<file path="config.mk">
export PLATFORM = sky130hd
export DESIGN_NAME = mem_nrmw
export DESIGN_NICKNAME = d
export VERILOG_FILES = /design/src/rtl/mem_nrmw.sv
export SDC_FILE = /design/constraint.sdc
export NUM_CORES = 1
export LEC_CHECK = 0
export ABC_AREA = 1
export CORE_UTILIZATION = 55
export CTS_CLUSTER_DIAMETER = 60
export CTS_CLUSTER_SIZE = 25
export DETAILED_ROUTE_END_ITERATION = 8
export HOLD_SLACK_MARGIN = 0.12
export PLACE_DENSITY_LB_ADDON = 0.1
export SETUP_SLACK_MARGIN = 0.05
export SLEW_MARGIN = 0
export SYNTH_ARGS = -nofsm -noshare
export SYNTH_HDL_FRONTEND = slang
export SYNTH_SLANG_ARGS = --single-unit
</file>
<file path="constraint.sdc">
create_clock -name clk -period 3.3 [get_ports clk]
set_input_delay 0.495 -clock clk [delete_from_list [all_inputs] [get_ports clk]]
set_output_delay 0.495 -clock clk [all_outputs]
set_load 0.05 [all_outputs]
</file>
<file path="src/rtl/mem_nrmw.sv">
// mem_nrmw: parametrised multi-port register-file memory.
//
// Storage is p_num_entries words of p_bit_width bits. There are p_num_wr
// independent write ports and p_num_rd independent read ports. Reads are
// either combinational (p_rd_latency=0) or pass through one output register
// per port (p_rd_latency=1).
//
// Ports (all port arrays packed, port 0 in the lowest slice):
//   clk         in   clock
//   reset       in   synchronous active-high reset; loads the reset image
//   write_en    in   [p_num_wr]               per-port write enable
//   write_addr  in   [p_num_wr*p_addr_width]  per-port write address
//   write_data  in   [p_num_wr*p_bit_width]   per-port write data
//   read_en     in   [p_num_rd]               per-port read enable
//   read_addr   in   [p_num_rd*p_addr_width]  per-port read address
//   read_data   out  [p_num_rd*p_bit_width]   per-port read data
//
// Behaviour summary:
//   - Several writes to one address in a cycle: highest-indexed port wins.
//   - Out-of-range writes are dropped; out-of-range reads return 0.
//   - Disabled reads return 0 (no hold of the previous value).
//   - With p_bypass=1 a read sees the winning same-cycle write data.
//   - Reset image: 0 (p_init_mode=0) or mem[i]=i (p_init_mode=1).
//   - There is no valid/ready handshake: every enabled access is accepted
//     in the cycle it is presented.

module mem_nrmw #(
  parameter int p_num_entries = 8,
  parameter int p_bit_width   = 32,
  parameter int p_num_rd      = 2,
  parameter int p_num_wr      = 2,
  parameter int p_rd_latency  = 0,
  parameter int p_bypass      = 1,
  parameter int p_init_mode   = 1,
  // Guarded so a single-entry memory still gets a 1-bit address.
  parameter int p_addr_width  = (p_num_entries > 1) ? $clog2(p_num_entries) : 1
) (
  input  logic                             clk,
  input  logic                             reset,
  input  logic [p_num_wr-1:0]              write_en,
  input  logic [p_num_wr*p_addr_width-1:0] write_addr,
  input  logic [p_num_wr*p_bit_width-1:0]  write_data,
  input  logic [p_num_rd-1:0]              read_en,
  input  logic [p_num_rd*p_addr_width-1:0] read_addr,
  output logic [p_num_rd*p_bit_width-1:0]  read_data
);

  localparam logic [31:0] lp_entries = 32'(p_num_entries);

  logic [p_bit_width-1:0]          mem [p_num_entries];
  logic [p_num_wr-1:0]             wr_valid;
  logic [p_num_rd*p_bit_width-1:0] rd_val;
  logic [p_bit_width-1:0]          rd_word;

  function automatic logic in_range(input logic [p_addr_width-1:0] a);
    return 32'(a) < lp_entries;
  endfunction

  // A write is effective only when enabled, in range and not in a reset
  // cycle. The same qualifier drives both storage and the bypass path so
  // the forwarded value always matches what will be stored.
  always_comb begin
    wr_valid = '0;
    for (int w = 0; w < p_num_wr; w++) begin
      wr_valid[w] = write_en[w] && !reset &&
                    in_range(write_addr[w*p_addr_width +: p_addr_width]);
    end
  end

  // Ports are visited in ascending order; the last non-blocking assignment
  // to an address takes effect, giving the highest-indexed port priority.
  always_ff @(posedge clk) begin
    if (reset) begin
      for (int i = 0; i < p_num_entries; i++) begin
        mem[i] <= (p_init_mode == 1) ? p_bit_width'(i) : '0;
      end
    end else begin
      for (int w = 0; w < p_num_wr; w++) begin
        if (wr_valid[w]) begin
          mem[write_addr[w*p_addr_width +: p_addr_width]] <=
            write_data[w*p_bit_width +: p_bit_width];
        end
      end
    end
  end

  // Effective read value per port. The bypass scan also runs in ascending
  // port order so the forwarded word is the same one that wins the write.
  always_comb begin
    rd_val  = '0;
    rd_word = '0;
    for (int r = 0; r < p_num_rd; r++) begin
      rd_word = '0;
      if (read_en[r] && !reset &&
          in_range(read_addr[r*p_addr_width +: p_addr_width])) begin
        rd_word = mem[read_addr[r*p_addr_width +: p_addr_width]];
        if (p_bypass == 1) begin
          for (int w = 0; w < p_num_wr; w++) begin
            if (wr_valid[w] &&
                write_addr[w*p_addr_width +: p_addr_width] ==
                read_addr[r*p_addr_width +: p_addr_width]) begin
              rd_word = write_data[w*p_bit_width +: p_bit_width];
            end
          end
        end
      end
      rd_val[r*p_bit_width +: p_bit_width] = rd_word;
    end
  end

  generate
    if (p_rd_latency == 0) begin : g_comb_read
      assign read_data = rd_val;
    end else begin : g_reg_read
      // The register sits after the bypass mux, so no combinational path
      // exists from the write ports to read_data in this mode.
      logic [p_num_rd*p_bit_width-1:0] read_q;
      always_ff @(posedge clk) begin
        if (reset) begin
          read_q <= '0;
        end else begin
          read_q <= rd_val;
        end
      end
      assign read_data = read_q;
    end
  endgenerate

endmodule
</file>
After elaboration in Yosys (flattened, before gate mapping)
Memories as Yosys holds them, arrays and structs flattened.
Cells that the tools add are included.
{"block": "totals", "inputBits": 82, "word_cells": 36, "n_memories": 1, "ramBits": 256, "regBits": 0}
{"block": "op_classes", "mux": 20, "n_reduce_logical": 11, "n_eq_ne": 4}
{"memory": "mem", "depth": 8, "width": 32, "rd": 2, "rd_ports_with_merged_regs": 0, "write_ports": 8, "line_no": "50", "source": "logic [p_bit_width-1:0] mem [p_num_entries];"}
{"cell": "2-to-1 mux 32 bit", "count": 8}
{"cell": "OR reduction 32 bit", "count": 2}
{"cell": "equality test 3 bit", "count": 4}
{"cell": "2-to-1 mux 1 bit", "count": 10}
{"cell": "logical AND 1 bit", "count": 8}
{"cell": "2-to-1 mux 3 bit", "count": 2}
{"cell": "zero test 1 bit", "count": 1}

Longest topological paths before layout
{"block": "depth", "depth_word": 7, "depth_mapped": 10, "ltp_nobuf": 8}

Least setup slack after synthesis
Ideal clock, no wire load.
{"block": "synth_timing", "kind": "in2out", "from": "input write_addr[5]", "to": "output read_data[10]", "path_stages": 9, "path_buffers": 2, "required_ps": 2805, "arrival_time_ps": 2109, "slack_ps": 696, "cell_sequence": "clkbuf_2 -> inv_1 -> o21ai_1 -> nor2_2 -> nand2_1 -> buf_2 -> nand2_1 -> inv_1 -> a21oi_1"}
{"block": "synth_between", "elab_chain_len": 4}
{"element": "from (decl)", "line_no": "41", "source": "input logic [p_num_wr*p_addr_width-1:0] write_addr,"}
{"element": "equality test 3 bit", "line_no": "100", "source": "write_addr[w*p_addr_width +: p_addr_width] =="}
{"element": "logical AND 1 bit", "line_no": "99", "source": "if (wr_valid[w] &&"}
{"element": "2-to-1 mux 32 bit", "line_no": "99"}
{"element": "2-to-1 mux 32 bit", "line_no": "94", "source": "if (read_en[r] && !reset &&"}
{"element": "to (decl)", "line_no": "45", "source": "output logic [p_num_rd*p_bit_width-1:0] read_data"}
No other way between the ends.

Worst setup path in the final report
{"block": "layout_timing", "from": "input write_addr[2]", "to": "output read_data[50]"}
{"block": "layout_between", "elab_chain_len": 5}
{"element": "equality test 3 bit", "line_no": "100"}
{"element": "logical AND 1 bit", "line_no": "99"}
{"element": "2-to-1 mux 32 bit (2 in series)", "line_no": "99"}
{"element": "2-to-1 mux 32 bit", "line_no": "94"}
No other way between the ends.

==> reports/qor.csv <==
metric,value,unit
outcome,"finished, violations left",
violated checks,DRC,
cell type with the highest aggregate area in the netlist,sky130_fd_sc_hd__edfxtp_1,
setup bufs post-CTS,0,
final RePlAce weighted congestion,0.940,
worst voltage drop across the vdd grid,423,uV
Int Power,5.90,mW
Crit Path Category,in -> out,
num ports,146,
worst-case setup margin in the final layout,0.249,ns
count of standard-cell rows,65,
end-of-flow core utilization,0.672,
number of instances in the placed design,2954,
Resized Gates After CTS,0,
unrepaired setup endpoints after global routing,no,
count of cell types in the netlist,29,
cell chain of the critical path,clkdlybuf4s50_1 -> inv_2 -> nand2_1 -> nand2_1 -> nor2_4 -> buf_4 -> nand3_1 -> nand2_1 -> inv_1 -> a21oi_1 -> buf_12,
layout-stage area growth over the synthesis result,19.2,%
most used flip-flop cell after synthesis,sky130_fd_sc_hd__edfxtp_1,
share of the synthesized area in the top cell type,0.429,
Buffers on Ports,145,
clock tree from TritonCTS,done,
number of DRC violations after detailed routing,6,
sequential fraction of design power,0.444,
sequential element share of the synthesized area,0.429,
cell type with the highest occurrence count on the critical path,sky130_fd_sc_hd__nand2_1,
static leakage,9.26,nW
horizontal die dimension,182,um
initial drt markers,3592,
main area contributors after synthesis,"sky130_fd_sc_hd__edfxtp_1 43%, sky130_fd_sc_hd__nand3_1 15%, sky130_fd_sc_hd__nand2_1 15%, sky130_fd_sc_hd__o22ai_1 8.2%, sky130_fd_sc_hd__inv_1 6.8%",
Antenna Violating Nets Remaining,0,
Overflow after GRT,0,
Post-synth EDFFs,256,
hold buffer count at CTS,0,
post-synthesis cell count,2487,
endpoints failing setup,0,
Relative slew margins,0.437,
Crit path required time,2.80,ns
Clk network pwr share,0.312,
Post-Syn Area,17900,um2
floorplan die height,182,um
syn avg cell area,7.20,um2
min cycle time layout,3.05,ns
clock tree root driver cell,sky130_fd_sc_hd__clkbuf_16,
Worst Path Max Fanout,20,
first-pass GRT wire length,107,mm
leading registers by flop count,mem x256,
combinational fraction of design power,0.244,
Layout Cells excl Fill,2996,
DP HPWL,40.9,mm
Maximum Capacitance Violations,0,
maximum clock rate,328,MHz
number of buffers on the longest clock path,3,
pin slew with the least headroom to its limit,0.844,ns
core area,31800,um2
pin count of the biggest net entering global routing,89,
number of global-route vias before repair,18900,
post-route setup TNS,0,ns
most used standard cells in the synthesized netlist,"693 x sky130_fd_sc_hd__nand2_1, 548 x sky130_fd_sc_hd__nand3_1, 325 x sky130_fd_sc_hd__inv_1",
switching pwr,2.95,mW
Initial Util,0.563,
WP data arrival,2.56,ns
cell count of the worst hold path,3,
clk sinks,256,
Hold Path Sink,mem[1][0],
routed via count,19600,
maximum single-stage delay on the critical path,0.63,ns
slowest cell on the critical path,sky130_fd_sc_hd__clkdlybuf4s50_1,
element type at the critical path end,output port,
hold wc startpoint,write_data[0],
cell area power density,414,nW/um2
hold crit path type,in -> reg,
Setup Slack @ Placement,0.311,ns
htree depth,1,
synthesized netlist net count,2569,
All-Layer GR Usage,0.427,
period utilization,0.924,
fraction of registers with async set/reset,0,
synth warn,0,
number of nets in the layout,2626,
"wirelength, routed",72.1,mm
switching share of power,0.333,
Inserted Clock Buffers,23,
startpoint types,input pin,
Avg Vias per Cell,6.55,
number of diodes added for antenna fixing,0,
number of endpoints with negative hold slack in the final report,0,
Final Max Slew Viols,0,
drt first pass iters,9,
most repeated cell in the gate-level netlist after synthesis,sky130_fd_sc_hd__nand2_1,
number of antenna violations at the first check in global routing,0,
layout cells sized above 1,0.107,
max reg flops,256,
synthesized flop and latch total,256,
Die Outline Area,33300,um2
detail-routed net length per standard cell,24.1,um
Clock Pin Slew Worst Setup and Hold Paths,0.07,ns
largest register by flop count,mem,
-- layer usage --
layer,up-vias,share of wire,GRT usage
met5,-,0,0
met3,450,0.17,0.107
met2,1913,0.44,0.666
met4,0,0.063,0.232
li1,8473,-,-
met1,8784,0.33,0.547
-- cell usage in the layout (no fill, tap or decap), types with 6 or more instances in the layout --
master                            instances
sky130_fd_sc_hd__buf_4                   54
sky130_fd_sc_hd__buf_12                  90
sky130_fd_sc_hd__nor2_2                   8
sky130_fd_sc_hd__edfxtp_1               256
sky130_fd_sc_hd__or2_2                   19
sky130_fd_sc_hd__nor2_1                  49
sky130_fd_sc_hd__inv_1                  323
sky130_fd_sc_hd__inv_2                   16
sky130_fd_sc_hd__a21oi_1                 64
sky130_fd_sc_hd__o22ai_2                 10
sky130_fd_sc_hd__clkinv_1                33
sky130_fd_sc_hd__nand3_2                 10
sky130_fd_sc_hd__inv_8                    7
sky130_fd_sc_hd__o22ai_1                234
sky130_fd_sc_hd__a22oi_1                  9
sky130_fd_sc_hd__clkdlybuf4s50_1         75
sky130_fd_sc_hd__nor2_4                  11
sky130_fd_sc_hd__o21ai_0                  6
sky130_fd_sc_hd__clkbuf_16               23
sky130_fd_sc_hd__nand3_1                541
sky130_fd_sc_hd__nand2_1                692
-- power by group through the flow --
stage	clock (mW)	combinational, mW	sequential (mW)
finish	2.77	2.16	3.93
detailed placement	0	2.08	4.00
global placement	0	2.04	3.98
global route	2.86	2.27	3.95
CTS	2.74	2.09	3.92
floorplan	0	1.22	3.97
-- cell families (layout without fill, tap and decap cells) --
group	Yosys count	in the layout	share of synthesized area
AND/OR/NAND/NOR	1337	1337	0.328
buffers and inverters	565	639	0.128
AO/OA/AOI/OAI	326	326	0.113
XOR/XNOR	3	3	0.00147
flip-flops	256	256	0.429
-- metrics by stage --
step / cell area [um2] / power (mW) / hold slack (ns)
finish: 21400 / 8.85 / 0.786
global route: 21400 / 9.07 / 0.803
CTS: 21400 / 8.75 / 0.770
detailed placement: 20600 / 6.07 / 1.31
global placement: 20600 / 6.02 / 1.28
floorplan: 17900 / 5.19 / 0.715
-- final cells by class --
class | instances | area [um2]
Multi-Input combinational cell | 1666 | 7990
Sequential cell | 256 | 7690
Fill cell | 2645 | 10400
Clock buffer | 24 | 579
Inverter | 374 | 1410
Timing Repair Buffer | 223 | 2980
Clock inverter | 18 | 171
Tap cell | 435 | 544
-- worst max-delay path: cells and delay by family --
kind	cells	cell delay [ns]
AND/OR/NAND/NOR	5	0.48
AO/OA/AOI/OAI	1	0.29
buffers and inverters	5	1.27
-- how the worst max path moves through the flow --
stage | from | endpoint | slack [ns]
2_1_floorplan | write_addr[5] | read_data[10] | 0.70
3_3_place_gp | write_en[0] | read_data[46] | 0.39
3_5_place_dp | write_addr[2] | read_data[50] | 0.31
4_1_cts | write_addr[2] | read_data[50] | 0.31
5_1_grt | write_addr[2] | read_data[17] | 0.15
6_report | write_addr[2] | read_data[50] | 0.25
No activity file was read; power rests on OpenSTA's default activity.
